## src/rtl/counter_timer_pwm.sv

```systemverilog
// WIDTH-bit up/down counter/timer with prescaler, compare-driven PWM, synchronised
// input capture and a W1C status register that feeds one level interrupt.
module counter_timer_pwm #(
   parameter int WIDTH       = 32,
   parameter int SYNC_STAGES = 2
) (
   input  logic                 clkin,
   input  logic                 resetn,
   input  logic [3:0]           reg_cfg_we,
   input  logic [31:0]          reg_cfg_di,
   output logic [31:0]          reg_cfg_do,
   input  logic [WIDTH/8-1:0]   reg_val_we,
   input  logic [WIDTH-1:0]     reg_val_di,
   output logic [WIDTH-1:0]     reg_val_do,
   input  logic [WIDTH/8-1:0]   reg_cmp_we,
   input  logic [WIDTH-1:0]     reg_cmp_di,
   output logic [WIDTH-1:0]     reg_cmp_do,
   input  logic [WIDTH/8-1:0]   reg_dat_we,
   input  logic [WIDTH-1:0]     reg_dat_di,
   output logic [WIDTH-1:0]     reg_dat_do,
   output logic [WIDTH-1:0]     reg_cap_do,
   input  logic                 reg_sts_we,
   input  logic [31:0]          reg_sts_di,
   output logic [31:0]          reg_sts_do,
   input  logic                 cap_in,
   output logic                 pwm_out,
   output logic                 stop_out,
   output logic                 irq_out
);

   localparam int NB = WIDTH / 8;
   localparam logic [31:0]      CFG_MASK = 32'hFFFF_07FF;
   localparam logic [WIDTH-1:0] ZERO_W   = {WIDTH{1'b0}};
   localparam logic [WIDTH-1:0] ONE_W    = {{(WIDTH-1){1'b0}}, 1'b1};

   function automatic logic [WIDTH-1:0] merge_w(input logic [WIDTH-1:0] old_val,
                                                 input logic [WIDTH-1:0] new_val,
                                                 input logic [NB-1:0]    be);
      logic [WIDTH-1:0] res;
      res = old_val;
      for (int i = 0; i < NB; i++) begin
         if (be[i]) begin
            res[i*8 +: 8] = new_val[i*8 +: 8];
         end else begin
            res[i*8 +: 8] = old_val[i*8 +: 8];
         end
      end
      return res;
   endfunction

   function automatic logic [31:0] merge_32(input logic [31:0] old_val,
                                            input logic [31:0] new_val,
                                            input logic [3:0]  be);
      logic [31:0] res;
      res = old_val;
      for (int i = 0; i < 4; i++) begin
         if (be[i]) begin
            res[i*8 +: 8] = new_val[i*8 +: 8];
         end else begin
            res[i*8 +: 8] = old_val[i*8 +: 8];
         end
      end
      return res;
   endfunction

   logic [31:0]            cfg;
   logic [WIDTH-1:0]       value_reset;
   logic [WIDTH-1:0]       value_cmp;
   logic [WIDTH-1:0]       value_cur;
   logic [WIDTH-1:0]       value_cap;
   logic [3:0]             sts;
   logic                   last_en;
   logic [15:0]            pre_cnt;
   logic                   stop;
   logic                   pwm;
   logic                   irq;
   logic [SYNC_STAGES-1:0] cap_sync;
   logic                   cap_last;

   logic [31:0]            cfg_next;
   logic [WIDTH-1:0]       value_cur_next;
   logic [15:0]            pre_cnt_next;
   logic                   stop_next;
   logic [3:0]             sts_next;
   logic [3:0]             sts_set;
   logic [3:0]             sts_clr;
   logic                   pwm_next;
   logic                   irq_next;

   logic cfg_en, cfg_oneshot, cfg_up, cfg_to_irq, cfg_cmp_irq;
   logic cfg_pwm_en, cfg_pwm_pol, cfg_cap_en, cfg_cap_irq;
   logic [1:0]  cfg_cap_edge;
   logic [15:0] cfg_prescale;
   logic en_rise, tick, at_end, timeout_ev, oneshot_stop, cmp_ev;
   logic cap_rise, cap_fall, cap_ev;
   logic unused_bits;

   assign cfg_en       = cfg[0];
   assign cfg_oneshot  = cfg[1];
   assign cfg_up       = cfg[2];
   assign cfg_to_irq   = cfg[3];
   assign cfg_cmp_irq  = cfg[4];
   assign cfg_pwm_en   = cfg[5];
   assign cfg_pwm_pol  = cfg[6];
   assign cfg_cap_en   = cfg[7];
   assign cfg_cap_edge = cfg[9:8];
   assign cfg_cap_irq  = cfg[10];
   assign cfg_prescale = cfg[31:16];
   assign unused_bits  = ^{reg_sts_di[31:4], cfg[15:11]};

   // Event decode: the enable-rise cycle resets the prescaler and never counts
   always_comb begin
      en_rise      = cfg_en & ~last_en;
      tick         = cfg_en & ~en_rise & (pre_cnt == cfg_prescale);
      at_end       = cfg_up ? (value_cur == value_reset) : (value_cur == ZERO_W);
      timeout_ev   = tick & at_end;
      oneshot_stop = timeout_ev & cfg_oneshot;
      cmp_ev       = tick & (value_cur == value_cmp);
      cap_rise     = cap_sync[SYNC_STAGES-1] & ~cap_last;
      cap_fall     = ~cap_sync[SYNC_STAGES-1] & cap_last;
      cap_ev       = cfg_cap_en & ((cfg_cap_edge[0] & cap_rise) | (cfg_cap_edge[1] & cap_fall));
   end

   // Next-state for configuration, prescaler, counter, stop flag and status
   always_comb begin
      cfg_next = cfg;
      if (oneshot_stop) begin
         cfg_next[0] = 1'b0;
      end else begin
         cfg_next[0] = cfg[0];
      end
      if (reg_cfg_we != 4'd0) begin
         cfg_next = merge_32(cfg_next, reg_cfg_di, reg_cfg_we) & CFG_MASK;
      end else begin
         cfg_next = cfg_next & CFG_MASK;
      end

      pre_cnt_next = pre_cnt;
      if (!cfg_en || en_rise || (pre_cnt == cfg_prescale)) begin
         pre_cnt_next = 16'd0;
      end else begin
         pre_cnt_next = pre_cnt + 16'd1;
      end

      value_cur_next = value_cur;
      if (reg_dat_we != {NB{1'b0}}) begin
         value_cur_next = merge_w(value_cur, reg_dat_di, reg_dat_we);
      end else if (en_rise) begin
         value_cur_next = cfg_up ? ZERO_W : value_reset;
      end else if (tick) begin
         if (at_end) begin
            if (cfg_oneshot) begin
               value_cur_next = value_cur;
            end else begin
               value_cur_next = cfg_up ? ZERO_W : value_reset;
            end
         end else begin
            value_cur_next = cfg_up ? (value_cur + ONE_W) : (value_cur - ONE_W);
         end
      end else begin
         value_cur_next = value_cur;
      end

      stop_next = stop;
      if (en_rise) begin
         stop_next = 1'b0;
      end else if (oneshot_stop) begin
         stop_next = 1'b1;
      end else begin
         stop_next = stop;
      end

      // A set in the same cycle as a W1C clear keeps the flag
      sts_set  = {cap_ev & sts[2], cap_ev, cmp_ev, timeout_ev};
      sts_clr  = reg_sts_we ? reg_sts_di[3:0] : 4'd0;
      sts_next = (sts & ~sts_clr) | sts_set;

      pwm_next = cfg_pwm_en ? ((value_cur < value_cmp) ^ cfg_pwm_pol) : cfg_pwm_pol;
      irq_next = (sts[0] & cfg_to_irq) | (sts[1] & cfg_cmp_irq) | (sts[2] & cfg_cap_irq);
   end

   // State registers, capture synchroniser and registered outputs
   always_ff @(posedge clkin or negedge resetn) begin
      if (!resetn) begin
         cfg         <= 32'd0;
         value_reset <= ZERO_W;
         value_cmp   <= ZERO_W;
         value_cur   <= ZERO_W;
         value_cap   <= ZERO_W;
         sts         <= 4'd0;
         last_en     <= 1'b0;
         pre_cnt     <= 16'd0;
         stop        <= 1'b0;
         pwm         <= 1'b0;
         irq         <= 1'b0;
         cap_sync    <= {SYNC_STAGES{1'b0}};
         cap_last    <= 1'b0;
      end else begin
         cfg         <= cfg_next;
         value_reset <= merge_w(value_reset, reg_val_di, reg_val_we);
         value_cmp   <= merge_w(value_cmp, reg_cmp_di, reg_cmp_we);
         value_cur   <= value_cur_next;
         if (cap_ev) begin
            value_cap <= value_cur;
         end
         sts         <= sts_next;
         last_en     <= cfg_en;
         pre_cnt     <= pre_cnt_next;
         stop        <= stop_next;
         pwm         <= pwm_next;
         irq         <= irq_next;
         cap_sync    <= {cap_sync[SYNC_STAGES-2:0], cap_in};
         cap_last    <= cap_sync[SYNC_STAGES-1];
      end
   end

   assign reg_cfg_do = cfg;
   assign reg_val_do = value_reset;
   assign reg_cmp_do = value_cmp;
   assign reg_dat_do = value_cur;
   assign reg_cap_do = value_cap;
   assign reg_sts_do = {28'd0, sts};
   assign pwm_out    = pwm;
   assign stop_out   = stop;
   assign irq_out    = irq;

endmodule

```

## config.mk

```make
export PLATFORM = sky130hd
export DESIGN_NAME = counter_timer_pwm
export DESIGN_NICKNAME = d
export VERILOG_FILES = /design/src/rtl/counter_timer_pwm.sv
export SDC_FILE = /design/constraint.sdc
export NUM_CORES = 1
export LEC_CHECK = 0
export ABC_AREA = 1
export BUFFER_PORTS_ARGS = -buffer_cell sky130_fd_sc_hd__buf_2
export CAP_MARGIN = 20
export CORE_ASPECT_RATIO = 0.6
export CORE_MARGIN = 2
export CORE_UTILIZATION = 48
export DETAILED_ROUTE_END_ITERATION = 8
export PLACE_DENSITY = 0.85
export SLEW_MARGIN = 20
export SYNTH_ARGS = -nofsm -noshare
export SYNTH_HDL_FRONTEND = slang
export SYNTH_SLANG_ARGS = --single-unit
```

## constraint.sdc

```tcl
create_clock -name clkin -period 3.4 [get_ports clkin]
set_input_delay 0.17 -clock clkin [delete_from_list [all_inputs] [get_ports clkin]]
set_output_delay 0.17 -clock clkin [all_outputs]
set_load 0.01 [all_outputs]
```

==> run_results.csv, run 1 <==
group,metric,value,unit
pwr,p_switching,2940,uW
setup_path,rr_startpoint,"reg_dat_do[22]$_DFFE_PN0P_",
clocking,cts_resized,0,
clocking,clock_latency,0.47,ns
setup_path,crit_path_max_fanout,24,
flow_run,drv_cap,0,
clocking,post-cts-setup-buffers,0,
detailed_routing,drtAntennaViolNets,0,
setup_path,crit_chain,"inv_1, nand4_1, nor2_1, nand3_1, nand3b_1, nand3_2, inv_2, nand2_1, nand3_1, nand2_1, nand2_1",
setup_path,critPathLaunchType,"flip-flop",
pwr,vdd_drop_max,0.358,mV
place,dp_cells,2338,
setup_path,critPathSlowestCell,"dfrtp_1",
final_layout,layout.cells.non_filler,2475,
timing,fmax,0.341,GHz
detailed_routing,post-route-drc-count,0,
min_path,min_path_type,"in -> reg",
setup_path,crit_top_cell,"nand2_1",
detailed_routing,vias_per_cell,5.41,
pwr,p_sw_frac,0.406,
pwr,p_clk_frac,0.282,
synth,synth_ff_type,"dfrtp_1",
global_route,grt_pass1_vias,12800,
final_layout,drive_gt1_frac,0.192,
setup_path,critPathKind,"reg -> reg",
floorplanning,io_pins,375,
clocking,clockBufferDepth,2,
timing,skew,0.0111,ns
clocking,numCtsBuffers,17,
global_route,antenna_found_initial,5,
global_route,grt_overflow,0,
pwr,p_seq_frac,0.371,
min_path,worstHoldStart,"reg_dat_di[3]",
setup_path,crit_path_max_incr_delay,0.58,ns
setup_path,critPathLaunch,"reg_dat_do[22]$_DFFE_PN0P_",
timing,post-route-min-period,2.93,ns
detailed_routing,drt-total-wl,47500,um
place,routabilityCongestion,1.02,
pwr,combPwrFrac,0.347,
pwr,power_density,468,nW/um2
final_layout,final_cell_mix,"574 x nand2_1, 307 x buf_2, 204 x inv_1",
synth,syn_inst,1730,
timing,worst_pin_slew,0.893,ns
global_route,grt_max_degree,80,
global_route,grt_pass1_wl,72800,um
synth,synth-seq-cells,182,
synth,synth_edf_count,0,
final_layout,fin_nets,2373,
timing,finalSetupTns,0,ns
clocking,clk_pin_slew,0.08,ns
pwr,leakage,0.00842,uW
synth,yosysSeqAreaShare,0.375,
run_status,outcome,"finished clean",
clocking,cts_hold_buf,101,
timing,slew_viol_final,0,
clocking,htreeDepth,4,
place,hpwlAfterDp,35100,um
detailed_routing,dr.pass1.iters,6,
detailed_routing,drt_iter0_markers,1566,
detailed_routing,num_vias,13400,
synth,ys_types,41,
synth,ys_warn_count,0,
setup_path,cp_data_arrival_time,3.29,ns
final_layout,n_fill_cell,2133,
final_layout,layout_commonest_cell,"nand2_1",
timing,fin_crit_sh,0.863,
floorplanning,die_area,26700,um2
pwr,p_int,4310,uW
setup_path,critPathCaptureType,"flip-flop",
floorplanning,start_util,0.485,
floorplanning,core,25100,um2
clocking,cts_tree,"done",
synth,syn_area,12200,um2
timing,rsz0062_at_grt,"no",
clocking,clkSinkCount,182,
timing,setup_viol,0,
detailed_routing,wire_per_inst,19.2,um
timing,hold_viol_final,0,
setup_path,cp.required,3.76,ns
floorplanning,rows,45,
global_route,grt_use_total,0.360,
floorplanning,die_h,127,um
clocking,root_buffer,"clkbuf_16",
timing,relSlewSlack,0.402,
floorplanning,die_w,209,um
synth,async_flop_share,1.00,
final_layout,area_delta_synth_final,27.4,%
synth,syn_area_per_cell,7.03,um2
place,port_buffers,308,
==> final timing paths <==
path / to / slack [ns] / cells past startpoint
setup / recovery: reg_dat_do[30]$_DFFE_PN0P_ / 0.47 / 11
hold / removal: reg_dat_do[3]$_DFFE_PN0P_ / 0.03 / 5
setup reg to reg: reg_dat_do[30]$_DFFE_PN0P_ / 0.47 / 11
hold reg to reg: cap_sync[1]$_DFF_PN0_ / 0.34 / 0
max in group asynchronous: reg_cfg_do[20]$_DFFE_PN0P_ / 2.01 / 3
min in group asynchronous: reg_cmp_do[8]$_DFFE_PN0P_ / 0.33 / 2
==> sequential cells by signal, indices dropped and copies added (netlist names), 2 cells and up <==
name	count
cap_sync	2
reg_cfg_do	27
pre_cnt	16
reg_val_do	32
reg_dat_do	32
sts	4
reg_cmp_do	32
reg_cap_do	32
==> synthesized netlist by cell type, types with 7 or more instances <==
cell type	count	area share
nand2_1	575	0.18
inv_1	204	0.063
nor2_1	197	0.061
dfrtp_1	182	0.37
o21ai_0	124	0.051
nand3_1	80	0.033
ha_1	63	0.065
a21oi_1	46	0.019
buf_4	36	0.022
xor2_1	32	0.023
clkbuf_1	24	0.0074
nand4_1	24	0.012
mux2_2	17	0.016
nor3_1	15	0.0062
nor2_2	14	0.0072
xnor2_1	14	0.010
inv_2	9	0.0028
and2_1	7	0.0036
==> metrics by stage <==
step	utilization	hold WS, ns	worst slack (ns)	power [uW]	area (um2)
finish	0.618	0.0274	0.466	7240	15500
global route	0.618	0.0478	0.381	7610	15500
CTS	0.618	0.00627	0.642	7160	15500
detailed placement	0.554	0.282	0.656	5030	13900
global placement	0.554	0.281	0.763	4970	13900
floorplan	-	-0.126	0.139	4100	12300
==> kinds of logic (layout without fill, tap and decap cells) <==
group           after synthesis  in the layout  share of synthesized area
compound gates              188            188                     0.0812
xor+xnor                     46             46                     0.0331
fa+ha+maj                    64             64                     0.0665
buf+inv                     286            666                      0.104
flops                       182            182                      0.375
mux                          17             17                     0.0157
other cells                   1             37                   0.000309
simple gates                946            946                      0.325
==> worst max-delay path, delay by kind of cell (launching register included) <==
| family | cells | cell delay [ns] |
|---|---|---|
| AND/OR/NAND/NOR | 9 | 1.71 |
| buffers and inverters | 2 | 0.52 |
| flip-flops | 1 | 0.58 |
==> area by class of cell <==
cell class	count	area [um2]	area share
clock inverters	14	151	0.00978
inverters	213	800	0.0516
diodes	4	10.0	0.000646
multi-input cells	1294	6470	0.418
well taps	329	412	0.0266
repair buffers	421	2660	0.172
flip-flops and latches	182	4550	0.294
clock buffers	18	429	0.0277
==> power groups by stage <==
| stage | clock [uW] | combinational (uW) | sequential [uW] |
|---|---|---|---|
| final | 2040 | 2510 | 2690 |
| after global placement | 0 | 2270 | 2700 |
| after detailed placement | 0 | 2320 | 2710 |
| after floorplan | 0 | 1350 | 2750 |
| after global routing | 2130 | 2780 | 2710 |
| after CTS | 2060 | 2430 | 2670 |
==> layer usage <==
layer / wire, um / up-vias / track usage
met1: 19900 / 6290 / 0.482
met5: 0 / - / 0
met2: 19900 / 817 / 0.538
met4: 1580 / 0 / 0.138
met3: 6080 / 112 / 0.124
li1: - / 6180 / -
No activity file was read; power rests on OpenSTA's default activity.
==> run 2, diff against run 1 <==
--- a/config.mk
+++ b/config.mk
@@ -8,11 +8,13 @@
 export ABC_AREA = 1
 export BUFFER_PORTS_ARGS = -buffer_cell sky130_fd_sc_hd__buf_2
 export CAP_MARGIN = 20
+export CELL_PAD_IN_SITES_DETAIL_PLACEMENT = 2
+export CELL_PAD_IN_SITES_GLOBAL_PLACEMENT = 2
 export CORE_ASPECT_RATIO = 0.6
 export CORE_MARGIN = 2
-export CORE_UTILIZATION = 48
+export CORE_UTILIZATION = 25
 export DETAILED_ROUTE_END_ITERATION = 8
-export PLACE_DENSITY = 0.85
+export PLACE_DENSITY = 0.83
 export SLEW_MARGIN = 20
 export SYNTH_ARGS = -nofsm -noshare
 export SYNTH_HDL_FRONTEND = slang
==> run 2 against run 1 <==
  * Wire length is 34% higher
  * Worst hold slack improved by 0.0042 ns
  * Cell count increased by 13%
  * Combinational power rose by 8%
  * Critical path depth grew 6
  * Non-clock buffer count rose by 2
  * Power up 4.4%
  * Clock-buffer cell count increased by 1
  * Clock skew grew 0.010 ns
  * Critical path type unchanged
  * Critical endpoint is now reg_dat_do[26]$_DFFE_PN0P_
  * Largest cell class unchanged
==> run_results.csv, run 2 (same netlist as run 1, synthesis figures left out) <==
group,metric,value,unit
run_status,outcome,"finished clean",
place,hpwlAfterDp,46700,um
timing,worst_pin_slew,0.939,ns
timing,fin_crit_sh,0.863,
global_route,grt_pass1_wl,95100,um
min_path,worstHoldStart,"reg_dat_di[17]",
place,routabilityCongestion,0.917,
min_path,worstHoldPathCells,5,
detailed_routing,post-route-drc-count,0,
final_layout,final-seq-area,4550,um2
floorplanning,die_area,50500,um2
pwr,p_clk_frac,0.283,
setup_path,crit_top_cell,"nand2_1",
min_path,min_to,"reg_dat_do[17]$_DFFE_PN0P_",
setup_path,crit_chain,"inv_1, buf_4, ha_1, nand2_1, inv_1, a21oi_1, nand2_1, nand2_1, nand2_1, nand2_1, nand3_1, nand2_1, nand2_1, nand2_1, nand3_1, nand2_1, nand2_1",
flow_run,drv_cap,0,
final_layout,multiInputGateArea,6470,um2
setup_path,critPathLaunchType,"flip-flop",
global_route,grt_max_degree,98,
timing,hold_ws,0.0316,ns
pwr,p_switching,3160,uW
pwr,vdd_drop_max,0.308,mV
timing,relSlewSlack,0.374,
final_layout,layout_commonest_cell,"nand2_1",
setup_path,rr_startpoint,"reg_cfg_do[2]$_DFFE_PN0P_",
clocking,clockBufferDepth,2,
detailed_routing,num_vias,13500,
detailed_routing,drtAntennaViolNets,0,
setup_path,reg2reg_to,"reg_dat_do[26]$_DFFE_PN0P_",
global_route,grt_overflow,0,
setup_path,cp.required,3.76,ns
floorplanning,start_util,0.254,
setup_path,critPathCaptureType,"flip-flop",
setup_path,cp_data_arrival_time,3.29,ns
timing,skew,0.0216,ns
pwr,p_seq_frac,0.361,
timing,post-route-min-period,2.94,ns
clocking,numCtsBuffers,17,
floorplanning,io_pins,375,
timing,finalSetupTns,0,ns
setup_path,reg2reg_slack,0.46,ns
global_route,grt_use_total,0.253,
floorplanning,die_w,289,um
setup_path,r2r_cells,17,
final_layout,final_cell_mix,"574 x nand2_1, 307 x buf_2, 204 x inv_1",
final_layout,layout.cells.non_filler,2788,
detailed_routing,drt_iter0_markers,740,
floorplanning,rows,62,
pwr,combPwrFrac,0.356,
pwr,power_density,476,nW/um2
timing,hold_viol_final,0,
final_layout,final_util,0.332,
setup_path,crit_path_max_incr_delay,0.45,ns
global_route,grt_pass1_vias,15100,
pwr,p_int,4400,uW
floorplanning,die_h,175,um
final_layout,fin_nets,2375,
clocking,htreeDepth,4,
place,dp_cells,2653,
pwr,leakage,0.00844,uW
timing,slew_viol_final,0,
detailed_routing,vias_per_cell,4.86,
detailed_routing,wire_per_inst,22.8,um
clocking,root_buffer,"clkbuf_16",
timing,fmax,0.341,GHz
clocking,clock_latency,0.47,ns
min_path,min_path_type,"in -> reg",
detailed_routing,dr.pass1.iters,5,
timing,setup_viol,0,
floorplanning,core,47900,um2
detailed_routing,drt-total-wl,63400,um
pwr,p_sw_frac,0.418,
timing,rsz0062_at_grt,"no",
clocking,cts_tree,"done",
final_layout,n_fill_cell,5685,
clocking,clkSinkCount,182,
setup_path,crit_path_max_fanout,21,
place,port_buffers,308,
final_layout,area_delta_synth_final,30.8,%
clocking,clk_pin_slew,0.09,ns
final_layout,drive_gt1_frac,0.194,
setup_path,critPathKind,"reg -> reg",
global_route,antenna_found_initial,12,
setup_path,critPathSlowestCell,"dfrtp_1",
[run 2: through the flow]
stage	total power, uW	cell area (um2)	worst slack, ns
floorplan	4100	12300	0.139
global route	8000	15900	0.245
CTS	7500	15900	0.654
finish	7560	15900	0.465
detailed placement	5270	14300	0.676
global placement	5120	14300	0.748
[run 2: power groups by stage]
| stage | Sequential (uW) | Clock (uW) | Combinational, uW |
|---|---|---|---|
| floorplan | 2750 | 0 | 1350 |
| global placement | 2730 | 0 | 2390 |
| detailed placement | 2750 | 0 | 2510 |
| CTS | 2710 | 2150 | 2630 |
| global route | 2760 | 2260 | 2990 |
| finish | 2730 | 2140 | 2700 |
[run 2: worst max-delay path by stage]
stage | from | end | slack, ns
after floorplan | reg_cfg_do[2]$_DFFE_PN0P_ | reg_dat_do[28]$_DFFE_PN0P_ | 0.14
after global placement | reg_cfg_do[2]$_DFFE_PN0P_ | reg_dat_do[27]$_DFFE_PN0P_ | 0.75
after detailed placement | reg_cfg_do[2]$_DFFE_PN0P_ | reg_dat_do[25]$_DFFE_PN0P_ | 0.68
after CTS | reg_cfg_do[2]$_DFFE_PN0P_ | reg_dat_do[28]$_DFFE_PN0P_ | 0.65
after global routing | reg_cfg_do[2]$_DFFE_PN0P_ | reg_dat_do[26]$_DFFE_PN0P_ | 0.24
final | reg_cfg_do[2]$_DFFE_PN0P_ | reg_dat_do[26]$_DFFE_PN0P_ | 0.46
[run 2: critical path, delay by kind of cell (launching register included)]
| kind | cells | cell delay (ns) |
|---|---|---|
| AOI/OAI and AO/OA | 1 | 0.18 |
| adders and majority gates | 1 | 0.34 |
| buffers and inverters | 3 | 0.48 |
| DFF | 1 | 0.45 |
| and+or+nand+nor | 12 | 1.36 |
[run 2: layout make-up]
| class | instances | area share |
|---|---|---|
| clock buffers | 19 | 0.0285 |
| diodes | 5 | 0.000787 |
| repair buffers | 423 | 0.168 |
| well taps | 640 | 0.0504 |
| flip-flops and latches | 182 | 0.287 |
| inverters | 213 | 0.0503 |
| clock inverters | 12 | 0.00827 |
| multi-input cells | 1294 | 0.407 |
[run 2: what timing repair did]
action | CTS | global route
hold buffers | 99 | 0
setup buffers | 0 | 0
endpoints found under the setup margin | 0 | 0
endpoints found under the hold margin | 190 | 0
gates resized for setup | 0 | 0
[run 2: routing by layer]
layer | vias to the layer above | global-route usage | part of all wire
met3 | 118 | 0.0565 | 0.064
li1 | 6184 | - | -
met5 | - | 0 | 0.00020
met4 | 2 | 0.0902 | 0.034
met2 | 407 | 0.411 | 0.46
met1 | 6838 | 0.329 | 0.44
